$ cat src/rtl/basilisk_result_arbiter.sv
// Merges mult/add/misc FPU results into one writeback stream via per-source 1-entry skid buffers and round-robin grants.
// Latency 2 cycles (registered output) or 1 (combinational output); optional stall counters under BASILISK_RESULT_ARBITER_STATS_EN.

package basilisk_result_pkg;
  typedef struct packed {
    logic [4:0]  dest_reg;
    logic [31:0] data;
    logic [4:0]  fflags;
  } basilisk_result_t;
endpackage

module basilisk_result_arbiter
  import basilisk_result_pkg::*;
#(
  parameter int OUTPUT_REGISTER_MODE = 1
) (
  input  logic             clk,
  input  logic             rst,
  input  logic             mult_result_command_vld_i,
  output logic             mult_result_command_rdy_o,
  input  basilisk_result_t mult_result_command_dat_i,
  input  logic             add_result_command_vld_i,
  output logic             add_result_command_rdy_o,
  input  basilisk_result_t add_result_command_dat_i,
  input  logic             misc_result_command_vld_i,
  output logic             misc_result_command_rdy_o,
  input  basilisk_result_t misc_result_command_dat_i,
  output logic             writeback_command_vld_o,
  input  logic             writeback_command_rdy_i,
  output basilisk_result_t writeback_command_dat_o
`ifdef BASILISK_RESULT_ARBITER_STATS_EN
  ,
  output logic [31:0]      stat_mult_stall_o,
  output logic [31:0]      stat_add_stall_o,
  output logic [31:0]      stat_misc_stall_o
`endif
);

  localparam int N = 3;
  localparam bit OUT_REG = (OUTPUT_REGISTER_MODE != 0);

  logic [N-1:0]     in_vld;
  logic [N-1:0]     in_rdy;
  basilisk_result_t in_dat [N];

  logic [N-1:0]     buf_vld_q, buf_vld_d;
  basilisk_result_t buf_dat_q [N];
  basilisk_result_t buf_dat_d [N];
  logic [1:0]       ptr_q, ptr_d;
  logic             hold_vld_q, hold_vld_d;
  logic [1:0]       hold_idx_q, hold_idx_d;
  logic             out_vld_q, out_vld_d;
  basilisk_result_t out_dat_q, out_dat_d;

  logic             rr_vld;
  logic [1:0]       rr_idx;
  logic [1:0]       sel_idx;
  basilisk_result_t sel_dat;
  logic             out_can_take;
  logic             grant_any;
  logic [N-1:0]     grant;

  assign in_vld    = {misc_result_command_vld_i, add_result_command_vld_i, mult_result_command_vld_i};
  assign in_dat[0] = mult_result_command_dat_i;
  assign in_dat[1] = add_result_command_dat_i;
  assign in_dat[2] = misc_result_command_dat_i;

  assign mult_result_command_rdy_o = in_rdy[0];
  assign add_result_command_rdy_o  = in_rdy[1];
  assign misc_result_command_rdy_o = in_rdy[2];

  function automatic logic [1:0] wrap_add(input logic [1:0] base, input logic [1:0] ofs);
    logic [2:0] sum;
    sum = {1'b0, base} + {1'b0, ofs};
    if (sum >= 3'd3) sum = sum - 3'd3;
    return sum[1:0];
  endfunction

  // Scan from lowest to highest priority so the highest-priority full buffer wins.
  always_comb begin
    rr_vld = 1'b0;
    rr_idx = ptr_q;
    for (int k = N - 1; k >= 0; k--) begin
      if (buf_vld_q[wrap_add(ptr_q, 2'(k))]) begin
        rr_vld = 1'b1;
        rr_idx = wrap_add(ptr_q, 2'(k));
      end
    end
  end

  // A stalled combinational output keeps showing the same buffer even if a
  // higher-priority buffer fills meanwhile, so the payload stays stable.
  assign sel_idx      = (!OUT_REG && hold_vld_q) ? hold_idx_q : rr_idx;
  assign sel_dat      = buf_dat_q[sel_idx];
  assign out_can_take = OUT_REG ? (!out_vld_q || writeback_command_rdy_i) : writeback_command_rdy_i;
  assign grant_any    = rr_vld && out_can_take;

  always_comb begin
    grant = '0;
    if (grant_any) grant[sel_idx] = 1'b1;
  end

  always_comb begin
    for (int i = 0; i < N; i++) begin
      in_rdy[i]    = !buf_vld_q[i] || grant[i];
      buf_vld_d[i] = buf_vld_q[i];
      buf_dat_d[i] = buf_dat_q[i];
      if (grant[i]) buf_vld_d[i] = 1'b0;
      if (in_vld[i] && in_rdy[i]) begin
        buf_vld_d[i] = 1'b1;
        buf_dat_d[i] = in_dat[i];
      end
    end
  end

  always_comb begin
    ptr_d      = ptr_q;
    out_vld_d  = out_vld_q;
    out_dat_d  = out_dat_q;
    hold_vld_d = !OUT_REG && rr_vld && !writeback_command_rdy_i;
    hold_idx_d = sel_idx;
    if (grant_any) ptr_d = wrap_add(sel_idx, 2'd1);
    if (out_vld_q && writeback_command_rdy_i) out_vld_d = 1'b0;
    if (grant_any) begin
      out_vld_d = 1'b1;
      out_dat_d = sel_dat;
    end
  end

  always_ff @(posedge clk) begin
    if (rst) begin
      buf_vld_q  <= '0;
      for (int i = 0; i < N; i++) buf_dat_q[i] <= '0;
      ptr_q      <= '0;
      hold_vld_q <= 1'b0;
      hold_idx_q <= '0;
      out_vld_q  <= 1'b0;
      out_dat_q  <= '0;
    end else begin
      buf_vld_q  <= buf_vld_d;
      for (int i = 0; i < N; i++) buf_dat_q[i] <= buf_dat_d[i];
      ptr_q      <= ptr_d;
      hold_vld_q <= hold_vld_d;
      hold_idx_q <= hold_idx_d;
      out_vld_q  <= out_vld_d;
      out_dat_q  <= out_dat_d;
    end
  end

  assign writeback_command_vld_o = OUT_REG ? out_vld_q : rr_vld;
  assign writeback_command_dat_o = OUT_REG ? out_dat_q : (rr_vld ? sel_dat : '0);

`ifdef BASILISK_RESULT_ARBITER_STATS_EN
  logic [31:0] stat_q [N];
  logic [31:0] stat_d [N];

  always_comb begin
    for (int i = 0; i < N; i++) begin
      stat_d[i] = stat_q[i];
      if (in_vld[i] && !in_rdy[i] && (stat_q[i] != 32'hFFFF_FFFF)) stat_d[i] = stat_q[i] + 32'd1;
    end
  end

  always_ff @(posedge clk) begin
    if (rst) begin
      for (int i = 0; i < N; i++) stat_q[i] <= '0;
    end else begin
      for (int i = 0; i < N; i++) stat_q[i] <= stat_d[i];
    end
  end

  assign stat_mult_stall_o = stat_q[0];
  assign stat_add_stall_o  = stat_q[1];
  assign stat_misc_stall_o = stat_q[2];
`else
  // Stall counters are compiled out; the stall condition has no other consumer.
`endif

  grant_onehot_a: assert property (@(posedge clk) disable iff (rst) $onehot0(grant));
  wb_stable_a: assert property (@(posedge clk) disable iff (rst)
    writeback_command_vld_o && !writeback_command_rdy_i |=>
    writeback_command_vld_o && $stable(writeback_command_dat_o));

endmodule

$ cat config.mk
export PLATFORM = sky130hd
export DESIGN_NAME = basilisk_result_arbiter
export DESIGN_NICKNAME = d
export VERILOG_FILES = /design/src/rtl/basilisk_result_arbiter.sv
export SDC_FILE = /design/constraint.sdc
export NUM_CORES = 1
export LEC_CHECK = 0
export CORE_AREA = 2 2 153 155
export DETAILED_ROUTE_END_ITERATION = 16
export DIE_AREA = 0 0 155 157
export GPL_ROUTABILITY_DRIVEN = 0
export PLACE_DENSITY_LB_ADDON = 0.1
export SYNTH_ARGS = -nofsm -noshare
export SYNTH_HDL_FRONTEND = slang
export SYNTH_SLANG_ARGS = --single-unit
export TNS_END_PERCENT = 5
$ cat constraint.sdc
create_clock -name clk -period 4.8 [get_ports clk]
set_clock_uncertainty 0.2 [all_clocks]
set_input_delay 0.96 -clock clk [delete_from_list [all_inputs] [get_ports clk]]
set_output_delay 0.96 -clock clk [all_outputs]
set_load 0.01 [all_outputs]
==> out/qor.txt, run 1 <==
status: complete, no violations
Initial Util: 0.349
kind of start point of the critical path: flop
fin crit period: 4520 ps
endpoints failing hold: 0
R2R Setup Slk: 530 ps
DR WL/cell: 18.2 um
CTS tree: yes
GR Util All Layers: 0.159
number of flops mapped to enable cells by yosys: 126
synthesized area: 7860 um2
die area: 24300 um2
Slew @ Worst Pin: 850 ps
initial antenna violation count: 0
Pleak: 3.82 nW
Total Power: 0.00565 W
Syn Nets: 720
worst vdd ir: 244 uV
Area after DPL: 9870 um2
DR vias/cell: 4.82
layout cell share with drive strength beyond 1: 0.125
Synth Register Bits: 174
H-Tree Level Count: 4
Post-CTS Repair Setup Buffers: 0
Reg clk slew, reported paths: 60 ps
via count: 5033
Worst Path Required: 3640 ps
crit end category: output pin
DRC violations left: 0
Clock Path Buffers: 2
CTS root buf: clkbuf_16
DR pass1 iterations: 5
cells after synthesis: 582
I/O Buffers: 177
Setup TNS: 0 ps
Max Slew Vio Count: 0
largest net degree at the start of global routing: 86
pwr/cell area: 541 nW/um2
final wirelength: 19.0 mm
RSZ-0062 raised after global routing: no
Fillers: 2003
worst setup path class: reg2out
vias in the first global route: 5217
initial drt markers: 230
worst hold margin: 312 ps
die height: 157 um
Slew headroom: 0.434
Distinct cells, synth: 40
Post-Syn Area per Cell: 13.5 um2
CP arrival: 3360 ps
Num CTS Buffers: 17
n_diodes: 0
Maximum Capacitance Violations: 0
top achievable clock speed: 221 MHz
critical path fanouts, max: 7
final setup margin: 283 ps
post-route ant nets: 0
global-route wire length before repair: 28.9 mm
clk sink count: 174
core area: 22500 um2
Final Instance Area: 10400 um2
total gr overflow: 0
dominant synthesized flop cell: edfxtp_1
IO Count: 178
period utilisation layout: 0.941
HPWL Detailed: 12.3 mm
clock insertion delay at the later pin of the skew report: 430 ps
final setup fails: 0
Post-layout nets: 884
worst hold path class: reg2reg
Async SR Flop Fraction: 0
sequential area share after synthesis: 0.604
P&R area growth vs syn: 32.9%
pre-CTS setup slack: 397 ps
chip width: 155 um
Yosys warning total: 0
Rows: 55
[registers in the layout, summed over array words and instances, names as in the netlist]
| register | cells |
|---|---|
| writeback_command_dat_o | 42 |
| ptr_q | 2 |
| buf_vld_q | 3 |
| buf_dat_q | 126 |
| writeback_command_vld_o | 1 |
[critical path, cell delays in order, from the launching register on]
cell	delay [ps]
dfxtp_1	380
inv_1	80
ha_1	380
and2b_1	240
o21ai_2	230
nand4_1	140
a21oi_2	310
inv_1	110
ha_1	220
a21boi_2	240
inv_1	90
clkdlybuf4s50_1	500
[path summary, 6_finish.rpt]
path	startpoint	end	cells past startpoint
worst max-delay path	ptr_q[0]	add_result_command_rdy_o	11
worst min register to register	writeback_command_dat_o[34]	writeback_command_dat_o[34]	2
worst max register to register	ptr_q[0]	buf_dat_q[0][22]	13
worst min-delay path	writeback_command_dat_o[34]	writeback_command_dat_o[34]	2
[cells in the mapped netlist (all sizes together) (2+ instances only)]
| library cell | instances | area share |
|---|---|---|
| nand2 | 7 | 0.0033 |
| mux2i | 43 | 0.055 |
| o21ai | 4 | 0.0030 |
| a21o | 3 | 0.0029 |
| buf | 21 | 0.019 |
| dfxtp | 48 | 0.12 |
| clkbuf | 22 | 0.011 |
| nor2b | 2 | 0.0016 |
| inv | 12 | 0.0057 |
| a21oi | 8 | 0.0051 |
| o22ai | 3 | 0.0041 |
| edfxtp | 126 | 0.48 |
| and2 | 127 | 0.10 |
| and2b | 2 | 0.0019 |
| nand2b | 45 | 0.036 |
| ha | 6 | 0.0096 |
| o221ai | 42 | 0.079 |
| nand3b | 42 | 0.040 |
| a41oi | 2 | 0.0032 |
| nor2 | 4 | 0.0019 |
[timing repair]
action,4_1_cts,5_1_grt
hold buffers,0,0
resized for setup,0,3
endpoints found under the hold margin,0,0
endpoints found under the setup margin,0,3
[cells in the final DEF, fill, tap and decap left out, types with 9 or more instances in the layout]
master / instances
nand3b_1: 42
edfxtp_1: 126
mux2i_1: 43
o221ai_2: 40
clkbuf_16: 17
buf_4: 9
nand2b_1: 45
clkdlybuf4s50_1: 176
and2_1: 127
dfxtp_1: 48
inv_1: 12
[kinds of logic after synthesis]
family	count (synthesis)	share of synthesized area
compound gates	70	0.106
buf+inv	55	0.0357
simple gates	233	0.189
flops	174	0.604
fa+ha+maj	6	0.00955
mux	44	0.0562
[layer usage]
| metal | GRT usage | vias to the layer above | wire length, um |
|---|---|---|---|
| li1 | - | 2442 | - |
| met2 | 0.264 | 131 | 9390 |
| met1 | 0.207 | 2444 | 8530 |
| met4 | 0.0556 | 0 | 263 |
| met5 | 0 | - | 0 |
| met3 | 0.0322 | 16 | 772 |
[final cells by class]
type                       instances  area, um2  share of cell area
timing repair buffer             188       1870               0.179
clock buffer                      20        457              0.0437
tap                              285        357              0.0341
clock inverter                    12        111              0.0107
inverter                          12       45.0             0.00431
sequential                       174       4740               0.454
multi-input combinational        353       2860               0.274
[metrics by stage]
step	util	std cells
after CTS	0.464	1044
after global placement	0.439	1012
after floorplan	-	582
after global routing	0.464	1044
after detailed placement	0.439	1012
final	0.464	1044
[power breakdown]
group | total (W) | switching, W | internal (W)
combinational | 0.00210 | 0.00114 | 0.000962
clock | 0.00133 | 0.000584 | 0.000744
sequential | 0.00223 | 0.000177 | 0.00205
total | 0.00565 | 0.00190 | 0.00375
Power figures use the tool's default switching activity.
==> run 2, diff against run 1 <==
--- a/config.mk
+++ b/config.mk
@@ -6,10 +6,11 @@
 export NUM_CORES = 1
 export LEC_CHECK = 0
 export CORE_AREA = 2 2 153 155
+export CTS_BUF_LIST = sky130_fd_sc_hd__clkbuf_16
 export DETAILED_ROUTE_END_ITERATION = 16
 export DIE_AREA = 0 0 155 157
 export GPL_ROUTABILITY_DRIVEN = 0
-export PLACE_DENSITY_LB_ADDON = 0.1
+export SKIP_LAST_GASP = 1
 export SYNTH_ARGS = -nofsm -noshare
 export SYNTH_HDL_FRONTEND = slang
 export SYNTH_SLANG_ARGS = --single-unit
==> run 2 against run 1 <==
Compared with the run above:
- die area unchanged
- setup slack worse by 3.0 ps
- critical endpoint unchanged
- hold slack gained 4.6 ps
- register-to-register slack better by 360 ps
- core utilization is 0.17 points lower
- largest power group unchanged
- critical path depth stayed put
==> out/qor.txt, run 2 (synthesis gave the netlist of run 1 again) <==
Maximum Capacitance Violations: 0 (unchanged)
met3 Usage GRT: 0.0352 (was 0.0322)
capturing point of the worst reg2reg path: buf_dat_q[2][4] (was buf_dat_q[0][22])
top achievable clock speed: 221 MHz (about the same)
total gr overflow: 0 (unchanged)
endpoints failing hold: 0 (unchanged)
DR WL/cell: 17.8 um (was 18.2 um)
Total Power: 0.00557 W (was 0.00565 W)
commonest non-fill, non-tap cells in the layout: clkdlybuf4s50_1, and2_1, edfxtp_1, dfxtp_1, nand2b_1 (unchanged)
Rows: 55 (unchanged)
die height: 157 um (unchanged)
P&R area growth vs syn: 32.4% (was 32.9%)
fin crit period: 4520 ps (about the same)
Slew @ Worst Pin: 975 ps (was 850 ps)
clk sink count: 174 (unchanged)
largest net degree at the start of global routing: 127 (was 86)
worst vdd ir: 334 uV (was 244 uV)
commonest non-fill, non-tap cell in the layout: clkdlybuf4s50_1 (unchanged)
worst hold path class: reg2reg (unchanged)
final wirelength: 18.6 mm (was 19.0 mm)
hold endpoint: writeback_command_dat_o[40] (was writeback_command_dat_o[34])
kind of start point of the critical path: flop (unchanged)
largest reg by FF count: buf_dat_q (unchanged)
R2R Setup Slk: 890 ps (was 530 ps)
die area: 24300 um2 (unchanged)
n_diodes: 0 (unchanged)
switching share of power: 0.341 (was 0.336)
via count: 5051 (was 5033)
final setup fails: 0 (unchanged)
DRC violations left: 0 (unchanged)
Initial Util: 0.349 (unchanged)
pwr/cell area: 535 nW/um2 (was 541 nW/um2)
initial antenna violation count: 0 (unchanged)
period utilisation layout: 0.942 (was 0.941)
crit end category: output pin (unchanged)
Reg clk slew, reported paths: 60 ps (about the same)
Hold Path Stages: 2 (unchanged)
Setup TNS: 0 ps (unchanged)
FF-to-FF Start: ptr_q[0] (unchanged)
Num CTS Buffers: 17 (unchanged)
IO Count: 178 (unchanged)
Worst Path Required: 3640 ps (about the same)
Clock Power Share: 0.221 (was 0.235)
HPWL Detailed: 12.3 mm (about the same)
core area: 22500 um2 (unchanged)
NetSw: 0.00190 W (about the same)
pre-CTS setup slack: 665 ps (was 397 ps)
sequential share of power: 0.400 (was 0.394)
global-route wire length before repair: 29.0 mm (was 28.9 mm)
met2 usage: 0.270 (was 0.264)
flip-flop count of the largest register after layout: 126 (unchanged)
Clock Path Buffers: 2 (unchanged)
Placed Instances: 1012 (unchanged)
hold_sp: writeback_command_dat_o[40] (was writeback_command_dat_o[34])
combinational fraction of design power: 0.379 (was 0.371)
grt met1 use: 0.194 (was 0.207)
DR vias/cell: 4.84 (was 4.82)
CTS root buf: clkbuf_16 (unchanged)
vias in the first global route: 5468 (was 5217)
CP arrival: 3360 ps (about the same)
critical path fanouts, max: 7 (unchanged)
Max Slew Vio Count: 0 (unchanged)
Pleak: 3.82 nW (about the same)
GR Util All Layers: 0.156 (was 0.159)
worst setup path class: reg2out (unchanged)
DR pass1 iterations: 10 (was 5)
Reg2Reg Depth: 13 (unchanged)
worst hold margin: 317 ps (was 312 ps)
clock insertion delay at the later pin of the skew report: 420 ps (was 430 ps)
CTS tree: yes (unchanged)
I/O Buffers: 177 (unchanged)
grt peak-use layer: met2 (unchanged)
Internal Power: 0.00367 W (was 0.00375 W)
Hold Buf Count CTS: 0 (unchanged)
status: complete, no violations (unchanged)
H-Tree Level Count: 4 (unchanged)
Post-layout nets: 884 (unchanged)
chip width: 155 um (unchanged)
post-route ant nets: 0 (unchanged)
Slew headroom: 0.350 (was 0.434)
initial drt markers: 205 (was 230)
final setup margin: 280 ps (was 283 ps)
fin cells: 1044 (unchanged)
RSZ-0062 raised after global routing: no (unchanged)
layout cell share with drive strength beyond 1: 0.123 (was 0.125)
==> run 2: changes by cell type in the layout (fill, tap and decap cells not counted), moves of 2 or more <==
cell      before  now
clkinv_2       1    4
clkbuf_8       2    0
clkinv_4       2    0
inv_6          2    4
inv_1         12   15
==> run 2: worst max-delay path by stage <==
stage                       startpoint                        end  cells after the start
4_1_cts                       ptr_q[0]  misc_result_command_rdy_o                     10
5_1_grt                       ptr_q[0]  mult_result_command_rdy_o                     10
2_1_floorplan                 ptr_q[0]            buf_dat_q[2][0]                     12
3_5_place_dp                  ptr_q[0]  misc_result_command_rdy_o                     10
6_report                      ptr_q[0]   add_result_command_rdy_o                     11
3_3_place_gp   writeback_command_rdy_i  misc_result_command_rdy_o                      6
==> run 2: worst max-delay path, cell delays in order (launching register included) <==
cell and delay (ps):
dfxtp_1 390, inv_1 90, ha_1 390, and2b_1 240, o21ai_2 210, nand4_1 120, a21oi_1 350, inv_1 120
ha_1 230, a21boi_2 230, inv_1 90, clkdlybuf4s50_1 480
==> run 2: layer usage <==
layer	vias up	share of wire
met5	-	0
met4	0	0.013
met3	22	0.050
met2	161	0.50
met1	2428	0.43
li1	2440	-
==> run 2: power groups by stage <==
stage,registers (W),logic (W),clock network [W]
5_1_grt,0.00227,0.00227,0.00133
3_5_place_dp,0.00226,0.00214,0
6_report,0.00223,0.00211,0.00123
4_1_cts,0.00223,0.00214,0.00127
3_3_place_gp,0.00226,0.00206,0
2_1_floorplan,0.00228,0.00127,0
==> run 2: layout make-up <==
cell class	count	area (um2)
Inverter	12	45.0
Sequential cell	174	4740
Timing Repair Buffer	188	1890
Fill cell	2026	12100
Clock buffer	17	425
Multi-Input combinational cell	353	2850
Tap cell	285	357
Clock inverter	15	96.3
==> run 2: repair_timing <==
| item | in CTS | in global routing |
|---|---|---|
| setup buffers | 0 | 0 |
| endpoints found under the setup margin | 0 | 1 |
| hold endpoints to repair | 0 | 0 |
| gates resized for setup | 0 | 1 |
==> run 2: stage by stage <==
step           instance area, um2   util
2_1_floorplan                7860      -
3_3_place_gp                 9890  0.439
3_5_place_dp                 9890  0.439
4_1_cts                     10400  0.463
5_1_grt                     10400  0.463
6_report                    10400  0.463
==> run 3, diff against run 2 <==
--- a/config.mk
+++ b/config.mk
@@ -5,6 +5,7 @@
 export SDC_FILE = /design/constraint.sdc
 export NUM_CORES = 1
 export LEC_CHECK = 0
+export CAP_MARGIN = 10
 export CORE_AREA = 2 2 153 155
 export CTS_BUF_LIST = sky130_fd_sc_hd__clkbuf_16
 export DETAILED_ROUTE_END_ITERATION = 16
==> results of run 3 <==
Final layout, timing and power as in run 2 (identical DEF).
